<file path="src/rtl/hazard_ctrl_pkg.sv">
// Shared processor definitions used by the pipeline hazard controller:
// FSM state encoding, wait/stall limits and the register-match helper.
package hazard_ctrl_pkg;

  // Controller FSM states. These are plain constants so older code that
  // compares raw 2-bit values keeps working.
  localparam logic [1:0] ST_RUN        = 2'd0;
  localparam logic [1:0] ST_MEM_WAIT   = 2'd1;
  localparam logic [1:0] ST_FLUSH_PEND = 2'd2;

  // The wait counter saturates here, and reaching it flags a memory timeout.
  localparam logic [7:0] WAIT_LIMIT = 8'd255;

  // stall_cycles saturates here instead of wrapping.
  localparam logic [15:0] STALL_MAX = 16'hFFFF;

  // An ID instruction depends on a producer when the producer's destination
  // equals src1, or equals src2 and the instruction actually reads src2.
  function automatic logic src_match(input logic [3:0] dest,
                                     input logic [3:0] s1,
                                     input logic [3:0] s2,
                                     input logic       two);
    return (dest == s1) | (two & (dest == s2));
  endfunction

endpackage

</file>
<file path="src/rtl/hazard_ctrl_detect.sv">
// Purely combinational read-after-write hazard compare between the ID
// instruction's sources and the EXE / MEM destinations.
module hazard_detect
  import hazard_ctrl_pkg::*;
(
  input  logic       forward_en,
  input  logic       two_src,
  input  logic [3:0] src1,
  input  logic [3:0] src2,
  input  logic [3:0] exe_dest,
  input  logic [3:0] mem_dest,
  input  logic       exe_wb_en,
  input  logic       mem_wb_en,
  input  logic       exe_mem_r_en,
  output logic       raw_hazard
);

  logic exe_match;
  logic mem_match;
  logic load_use;
  logic no_fwd_hazard;

  assign exe_match = src_match(exe_dest, src1, src2, two_src);
  assign mem_match = src_match(mem_dest, src1, src2, two_src);

  // With forwarding, only a load in EXE cannot be bypassed in time.
  assign load_use = exe_wb_en & exe_mem_r_en & exe_match;

  // Without forwarding, any pending write in EXE or MEM must drain first.
  assign no_fwd_hazard = (exe_wb_en & exe_match) | (mem_wb_en & mem_match);

  assign raw_hazard = forward_en ? load_use : no_fwd_hazard;

endmodule

</file>
<file path="src/rtl/hazard_ctrl.sv">
// Pipeline hazard controller: data-hazard stalls, branch flushes, and
// whole-pipe freezes while data memory is busy. A branch resolved during a
// freeze is remembered and its flush is issued on the first free cycle.
module hazard_ctrl
  import hazard_ctrl_pkg::*;
(
  input  logic        clk,
  input  logic        rst,
  input  logic        forward_en,
  input  logic        two_src,
  input  logic [3:0]  src1,
  input  logic [3:0]  src2,
  input  logic [3:0]  exe_dest,
  input  logic [3:0]  mem_dest,
  input  logic        exe_wb_en,
  input  logic        mem_wb_en,
  input  logic        exe_mem_r_en,
  input  logic        branch_taken,
  input  logic        mem_req,
  input  logic        mem_ready,
  output logic        hazard_stall,
  output logic        if_flush,
  output logic        id_flush,
  output logic        pipe_freeze,
  output logic        mem_timeout,
  output logic [15:0] stall_cycles
);

  logic [1:0] state;
  logic [1:0] state_next;
  logic       flush_owed;
  logic       flush_owed_next;
  logic [7:0] wait_cnt;
  logic       raw_hazard;
  logic       wait_start;
  logic       in_wait;
  logic       enter_wait;
  logic       stall_raw;
  logic       if_flush_raw;
  logic       id_flush_raw;
  logic       freeze_raw;

  hazard_detect u_detect (
    .forward_en   (forward_en),
    .two_src      (two_src),
    .src1         (src1),
    .src2         (src2),
    .exe_dest     (exe_dest),
    .mem_dest     (mem_dest),
    .exe_wb_en    (exe_wb_en),
    .mem_wb_en    (mem_wb_en),
    .exe_mem_r_en (exe_mem_r_en),
    .raw_hazard   (raw_hazard)
  );

  assign wait_start = mem_req & ~mem_ready;
  assign in_wait    = (state == ST_MEM_WAIT) | (state == ST_FLUSH_PEND);
  assign enter_wait = (state == ST_RUN) & (state_next != ST_RUN);

  // Next-state and output decode; priority is freeze, then flush, then stall.
  always_comb begin
    state_next      = state;
    flush_owed_next = 1'b0;
    stall_raw       = 1'b0;
    if_flush_raw    = 1'b0;
    id_flush_raw    = 1'b0;
    freeze_raw      = 1'b0;
    case (state)
      ST_RUN: begin
        if (wait_start) begin
          // An owed flush that collides with a new freeze must survive it.
          freeze_raw = 1'b1;
          state_next = (branch_taken | flush_owed) ? ST_FLUSH_PEND : ST_MEM_WAIT;
        end else if (branch_taken | flush_owed) begin
          if_flush_raw = 1'b1;
          id_flush_raw = 1'b1;
        end else if (raw_hazard) begin
          stall_raw    = 1'b1;
          id_flush_raw = 1'b1;
        end
      end
      ST_MEM_WAIT: begin
        freeze_raw = 1'b1;
        if (mem_ready) begin
          state_next      = ST_RUN;
          flush_owed_next = branch_taken;
        end else if (branch_taken) begin
          state_next = ST_FLUSH_PEND;
        end
      end
      ST_FLUSH_PEND: begin
        freeze_raw = 1'b1;
        if (mem_ready) begin
          state_next      = ST_RUN;
          flush_owed_next = 1'b1;
        end
      end
      default: begin
        state_next = ST_RUN;
      end
    endcase
  end

  // Control outputs go quiet the instant reset is asserted.
  assign hazard_stall = stall_raw & ~rst;
  assign if_flush     = if_flush_raw & ~rst;
  assign id_flush     = id_flush_raw & ~rst;
  assign pipe_freeze  = freeze_raw & ~rst;

  // FSM state and the deferred-flush marker.
  always_ff @(posedge clk or posedge rst) begin
    if (rst) begin
      state      <= ST_RUN;
      flush_owed <= 1'b0;
    end else begin
      state      <= state_next;
      flush_owed <= flush_owed_next;
    end
  end

  // Wait counter: restarts on each new wait, then counts up to the limit.
  always_ff @(posedge clk or posedge rst) begin
    if (rst) begin
      wait_cnt <= 8'd0;
    end else if (enter_wait) begin
      wait_cnt <= 8'd0;
    end else if (in_wait && (wait_cnt != WAIT_LIMIT)) begin
      wait_cnt <= wait_cnt + 8'd1;
    end
  end

  // Sticky timeout flag; the FSM keeps waiting regardless.
  always_ff @(posedge clk or posedge rst) begin
    if (rst) begin
      mem_timeout <= 1'b0;
    end else if (in_wait && (wait_cnt == WAIT_LIMIT)) begin
      mem_timeout <= 1'b1;
    end
  end

  // Saturating count of cycles in which the pipeline did not advance.
  always_ff @(posedge clk or posedge rst) begin
    if (rst) begin
      stall_cycles <= 16'd0;
    end else if ((freeze_raw || stall_raw) && (stall_cycles != STALL_MAX)) begin
      stall_cycles <= stall_cycles + 16'd1;
    end
  end

endmodule

</file>
<file path="config.mk">
export PLATFORM = sky130hd
export DESIGN_NAME = hazard_ctrl
export DESIGN_NICKNAME = d
export VERILOG_FILES = /design/src/rtl/hazard_ctrl_pkg.sv /design/src/rtl/hazard_ctrl_detect.sv /design/src/rtl/hazard_ctrl.sv
export SDC_FILE = /design/constraint.sdc
export NUM_CORES = 1
export LEC_CHECK = 0
export ABC_AREA = 1
export CORE_MARGIN = 1.5
export CORE_UTILIZATION = 54
export DETAILED_ROUTE_END_ITERATION = 6
export PLACE_DENSITY_LB_ADDON = 0.1
export SYNTH_ARGS = -nofsm -noshare
export SYNTH_HDL_FRONTEND = slang
export SYNTH_SLANG_ARGS = --single-unit
</file>
<file path="constraint.sdc">
create_clock -name clk -period 3.35 [get_ports clk]
set_clock_uncertainty 0.2 [all_clocks]
set_input_delay 0.67 -clock clk [delete_from_list [all_inputs] [get_ports clk]]
set_output_delay 0.67 -clock clk [all_outputs]
set_load 0.005 [all_outputs]
</file>
Yosys cells after proc, flatten, opt, wreduce, memory -nomap -nowiden
Cells that the tools add are included.
Cells by class
  multiplexer cells: 24
  bitwise logic cells: 19
  eq/ne operators: 9
  reductions and logical operators: 8
  $add $sub $neg: 2
Operators with widths (count)
  $add A16 B1 Y16 const B: 1
  $eq A4 B4 Y1: 4
  $mux W8: 2
  $ne A16 B16 Y1 const B: 1
  $mux W1: 14
  $and A1 B1 Y1: 12
  $mux W2: 5
  $add A8 B1 Y8 const B: 1
  $eq A8 B8 Y1 const B: 1
  $ne A8 B8 Y1 const B: 1
  $pmux W2 S3: 1
  $or A1 B1 Y1: 5
  $pmux W1 S2: 2
  $reduce_bool A2 Y1: 2
  $logic_and A1 B1 Y1: 3
  $eq A2 B1 Y1 const B: 1
  $eq A2 B2 Y1 const B: 1
  $logic_not A2 Y1: 1
  $not A1 Y1: 2
  $reduce_or A2 Y1: 1
  $logic_or A1 B1 Y1: 1
Storage, ports and cells
  register bits: 28
  output and inout port bits: 21
  bits of input ports: 26
  logic and storage cells: 67

Longest topological paths before layout
  word-level depth: 12
  gate-level depth with buffers: 14
  gate-level depth less buffers: 13

Modules after synthesis
Synthesis repeated with hierarchy kept, for this count alone.
Second synthesis, totals
  cells, all modules: 330
  area, all modules: 2115.8 um2
By module, submodules not included
  hazard_ctrl: instances 1, sequential area each 700.7 um2, cells an instance 259, area each 1815.5 um2
  hazard_detect: instances 1, sequential area each 0.0 um2, cells an instance 71, area each 300.3 um2

Worst setup path before layout
No wires, ideal clock.
  path type: input to output
  start point: input port src2[3]
  end point: output port hazard_stall
  stages on the path: 10
  arrival time: 1.261 ns
  required time: 2.480 ns
  path slack: 1.219 ns
  buffers on the path: 0
  path through: inv_1 -> nand2_1 -> o21ai_0 -> nor2_1 -> nand2_1 -> nand2_1 -> nand2_1 -> nand2_1 -> nand2_1 -> nor2_1
On the way
  cells in the longest elaborated chain, start to end: 11
  elaborated cells between the ends (all ways): 16
  classes of those cells: eq/ne (2); mux (5); bitwise (9)
RTL lines
  from (decl): RTL line hazard_ctrl.sv:12  | input logic [3:0] src2,
  $eq A4 B4 Y1: RTL line hazard_ctrl_pkg.sv:23  | return (dest == s1) | (two & (dest == s2));
  $and A1 B1 Y1: RTL line hazard_ctrl_pkg.sv:23
  $or A1 B1 Y1: RTL line hazard_ctrl_pkg.sv:23
  $and A1 B1 Y1: RTL line hazard_ctrl_detect.sv:30  | assign no_fwd_hazard = (exe_wb_en & exe_match) | (mem_wb_en & mem_match);
  $or A1 B1 Y1: RTL line hazard_ctrl_detect.sv:30
  $mux W1 (*): RTL line hazard_ctrl_detect.sv:32  | assign raw_hazard = forward_en ? load_use : no_fwd_hazard;
  $mux W1 (*): RTL line hazard_ctrl.sv:77  | end else if (raw_hazard) begin
  $mux W1 (*): RTL line hazard_ctrl.sv:74  | end else if (branch_taken | flush_owed) begin
  $mux W1 (*): RTL line hazard_ctrl.sv:70  | if (wait_start) begin
  $mux W1 (*): RTL line hazard_ctrl.sv:68  | case (state)
  $and A1 B1 Y1 (*): RTL line hazard_ctrl.sv:105  | assign hazard_stall = stall_raw & ~rst;
  to (decl): RTL line hazard_ctrl.sv:21  | output logic hazard_stall,
Mark *: on every way between the ends. The rest lies on a longest branch, timed or not.

Final worst setup path
  start point: input port mem_ready
  end point: output port if_flush
On the way
  cells in the longest elaborated chain, start to end: 5
RTL lines
  from (decl): RTL line hazard_ctrl.sv:20  | input logic mem_ready,
  $not A1 Y1: RTL line hazard_ctrl.sv:56  | assign wait_start = mem_req & ~mem_ready;
  $and A1 B1 Y1: RTL line hazard_ctrl.sv:56
  $mux W1: RTL line hazard_ctrl.sv:70
  $mux W1: RTL line hazard_ctrl.sv:68
  $and A1 B1 Y1: RTL line hazard_ctrl.sv:106  | assign if_flush = if_flush_raw & ~rst;
  to (decl): RTL line hazard_ctrl.sv:22  | output logic if_flush,
Every way passes these cells.

==> impl_metrics.yaml <==
placement:
  place.gp.congestion: 0.865
  dp_hpwl_um: 3230
  place_area_sq_um: 2520
  port_buffers: 46
setup_path:
  r2r-start: "stall_cycles[0]"
  cp_data_required_time_ns: 2.48
  path_class: "input port to primary output"
  cp_data_arrival_time_ns: 2.16
  cp-start-kind: "input port"
  r2r-end: "stall_cycles[2]"
  worstSetupEndpointType: "primary output"
  cp.depth: 8
  crit_chain: "clkdlybuf4s50_1, inv_2, nand2_1, nand2_1, nor2_1, inv_1, nor2_1, clkdlybuf4s50_1"
  crit_buf_inv: 4
  worstRegToRegCells: 9
  cp_slowest_cell: "clkdlybuf4s50_1"
  cpPeakStageDelay_ns: 0.51
  r2r_slack_ns: 1.16
  crit_fanout: 4
  path_delay_family: "buffers and inverters"
  cp-startpoint: "mem_ready"
  critPathCapture: "if_flush"
clocking:
  postCtsSetupBuffers: 0
  clock_insertion_delay_worst_skew_ns: 0.28
  clock_sinks: 28
  cts.path.max_buffers: 2
  cts_tree: "done"
  cts_buffers: 3
  root_buffer: "clkbuf_8"
  clkTransAtPathRegs_ns: 0.09
  cts.repair.resized: 0
  htreeDepth: 1
  postCtsHoldBufs: 0
timing:
  fin_crit_sh_pct: 90.4
  tightest_slew_ns: 0.371
  whs_ns: 0.306
  slew_violations: 0
  fmax_mhz: 330
  finalHoldViolCount: 0
  slew_headroom_pct: 75.2
  finalSetupViolations: 0
  fin_crit_ns: 3.03
  grt_setup_unrepaired: "false"
  fin_setup_tns_ns: 0
yosys:
  ys_top_cells_by_count: "nand2_1, inv_1, nand3_1"
  syn_nets: 324
  synth_seq_cells: 28
  synthFlopType: "dfrtp_1"
  synth_edf_count: 0
  ys_types: 30
  synth_most_common_cell: "nand2_1"
  yosys-top-cells-area: "dfrtp_1, nand2_1, nand3_1"
  synth_top_area_share_pct: 34.7
  async_reset_ff_share_pct: 100
  ys_warn_count: 0
  yosysSeqAreaShare_pct: 34.7
  synth_top_cell_by_area: "dfrtp_1"
  avgSynthCellArea_sq_um: 6.92
  netlist_instances: 292
  netlist_area_sq_um: 2020
pwr:
  p_per_area_nw_per_um2: 529
  power_mw: 1.37
  power_frac_comb_pct: 46.7
  seqPwrFrac_pct: 33.9
  power.net_switching_uw: 568
  vdd_drop_max_mv: 0.522
  p_int_uw: 807
  netSwitchingFraction_pct: 41.3
  p_clk_share_pct: 19.4
  p_leak_nw: 1.38
cells_and_area:
  utilization_pct: 71.5
  fin_area_sq_um: 2600
  synthToLayoutAreaGrowth_pct: 28.7
  final_layout_size_suffix_gt1_share_pct: 4.42
  insertedDiodeCount: 0
  fill_cells: 319
  nNetsFinal: 372
routing:
  vias_per_cell: 4.83
  dr.pass1.iters: 4
  initialDrtViolationCount: 139
  wire_per_inst_um: 11.2
  vias: 1869
  drc: 0
  ant_nets: 0
  wl_um: 4320
global_routing:
  grt.total_usage_pct: 22.9
  grt_max_degree: 29
  grt_pass1_wl_um: 7690
  grt_pass1_vias: 1802
  grt_overflow: 0
  antenna_found_initial: 0
run:
  drv_cap: 0
die:
  die_w_um: 64.2
  fp.dieArea_sq_um: 4120
  coreArea_sq_um: 3630
  io_pins: 47
  die_h_um: 64.2
  row_count: 22
  initial_core_util_pct: 55.6
run_status:
  status: "finished, final reports clean"
min_path:
  hold_class: "register to register"
final cells by class:
cell class | instances | area (sq um) | area share, %
clock inverters | 1 | 30.0 | 1.16
repair buffers | 47 | 473 | 18.2
inverters | 36 | 135 | 5.20
flip-flops and latches | 28 | 701 | 27.0
multi-input cells | 224 | 1160 | 44.6
well taps | 48 | 60.1 | 2.31
clock buffers | 3 | 41.3 | 1.59
logic make-up after synthesis:
group,count (synthesis),synth area share (%)
AND/OR/NAND/NOR,181,39.3
buffers and inverters,40,7.93
flip-flops,28,34.7
XOR/XNOR,25,10.8
AO/OA/AOI/OAI,12,3.53
adder cells (fa/ha/maj),6,3.72
power by group through the flow:
stage	clock, mW	sequential (mW)	combinational, mW
2_1_floorplan	0	0.463	0.451
3_3_place_gp	0	0.471	0.628
3_5_place_dp	0	0.473	0.648
4_1_cts	0.269	0.466	0.650
5_1_grt	0.284	0.475	0.745
6_report	0.267	0.466	0.642
worst min path at each step:
stage | end | from | slack, ns | depth (start not counted)
final | mem_timeout | mem_timeout | 0.31 | 1
after detailed placement | stall_cycles[15] | stall_cycles[15] | 0.29 | 2
after global placement | mem_timeout | mem_timeout | 0.27 | 1
after floorplan | mem_timeout | mem_timeout | 0.27 | 1
after global routing | mem_timeout | mem_timeout | 0.35 | 1
after CTS | stall_cycles[15] | stall_cycles[15] | 0.32 | 2
through the flow:
step	std cells	worst slack [ns]
3_3_place_gp	383	0.109
5_1_grt	387	0.226
3_5_place_dp	383	0.0406
6_report	387	0.321
2_1_floorplan	292	1.22
4_1_cts	387	0.0397
cell usage in the layout, fill, tap and decap left out, types with 2 or more instances in the layout:
master           synthesis  final
nand2_4                  2      2
dlymetal6s2s_1           0      2
inv_1                   34     34
xor2_1                  15     15
nor4_1                   2      2
clkbuf_8                 0      3
a21oi_1                  2      2
nor2_1                  31     31
nand2_1                104    104
ha_1                     6      6
o21ai_0                  5      5
clkdlybuf4s50_1          0     44
nor3_1                   2      2
inv_2                    2      2
nand3_1                 32     32
dfrtp_1                 28     28
xnor2_1                 10     10
per-layer routing:
layer	part of all wire [%]	vias up	global-route usage [%]
met5	0	-	0
met4	0.44	0	4.52
met3	3.5	2	4.05
met2	49	34	40.0
met1	47	830	30.0
li1	-	1003	-
flip-flops by register name, indices dropped and copies added, names as in the netlist:
signal and flops:
wait_cnt 8, flush_owed 1, stall_cycles 16, state 2
mem_timeout 1
No activity file was read; power rests on OpenSTA's default activity.
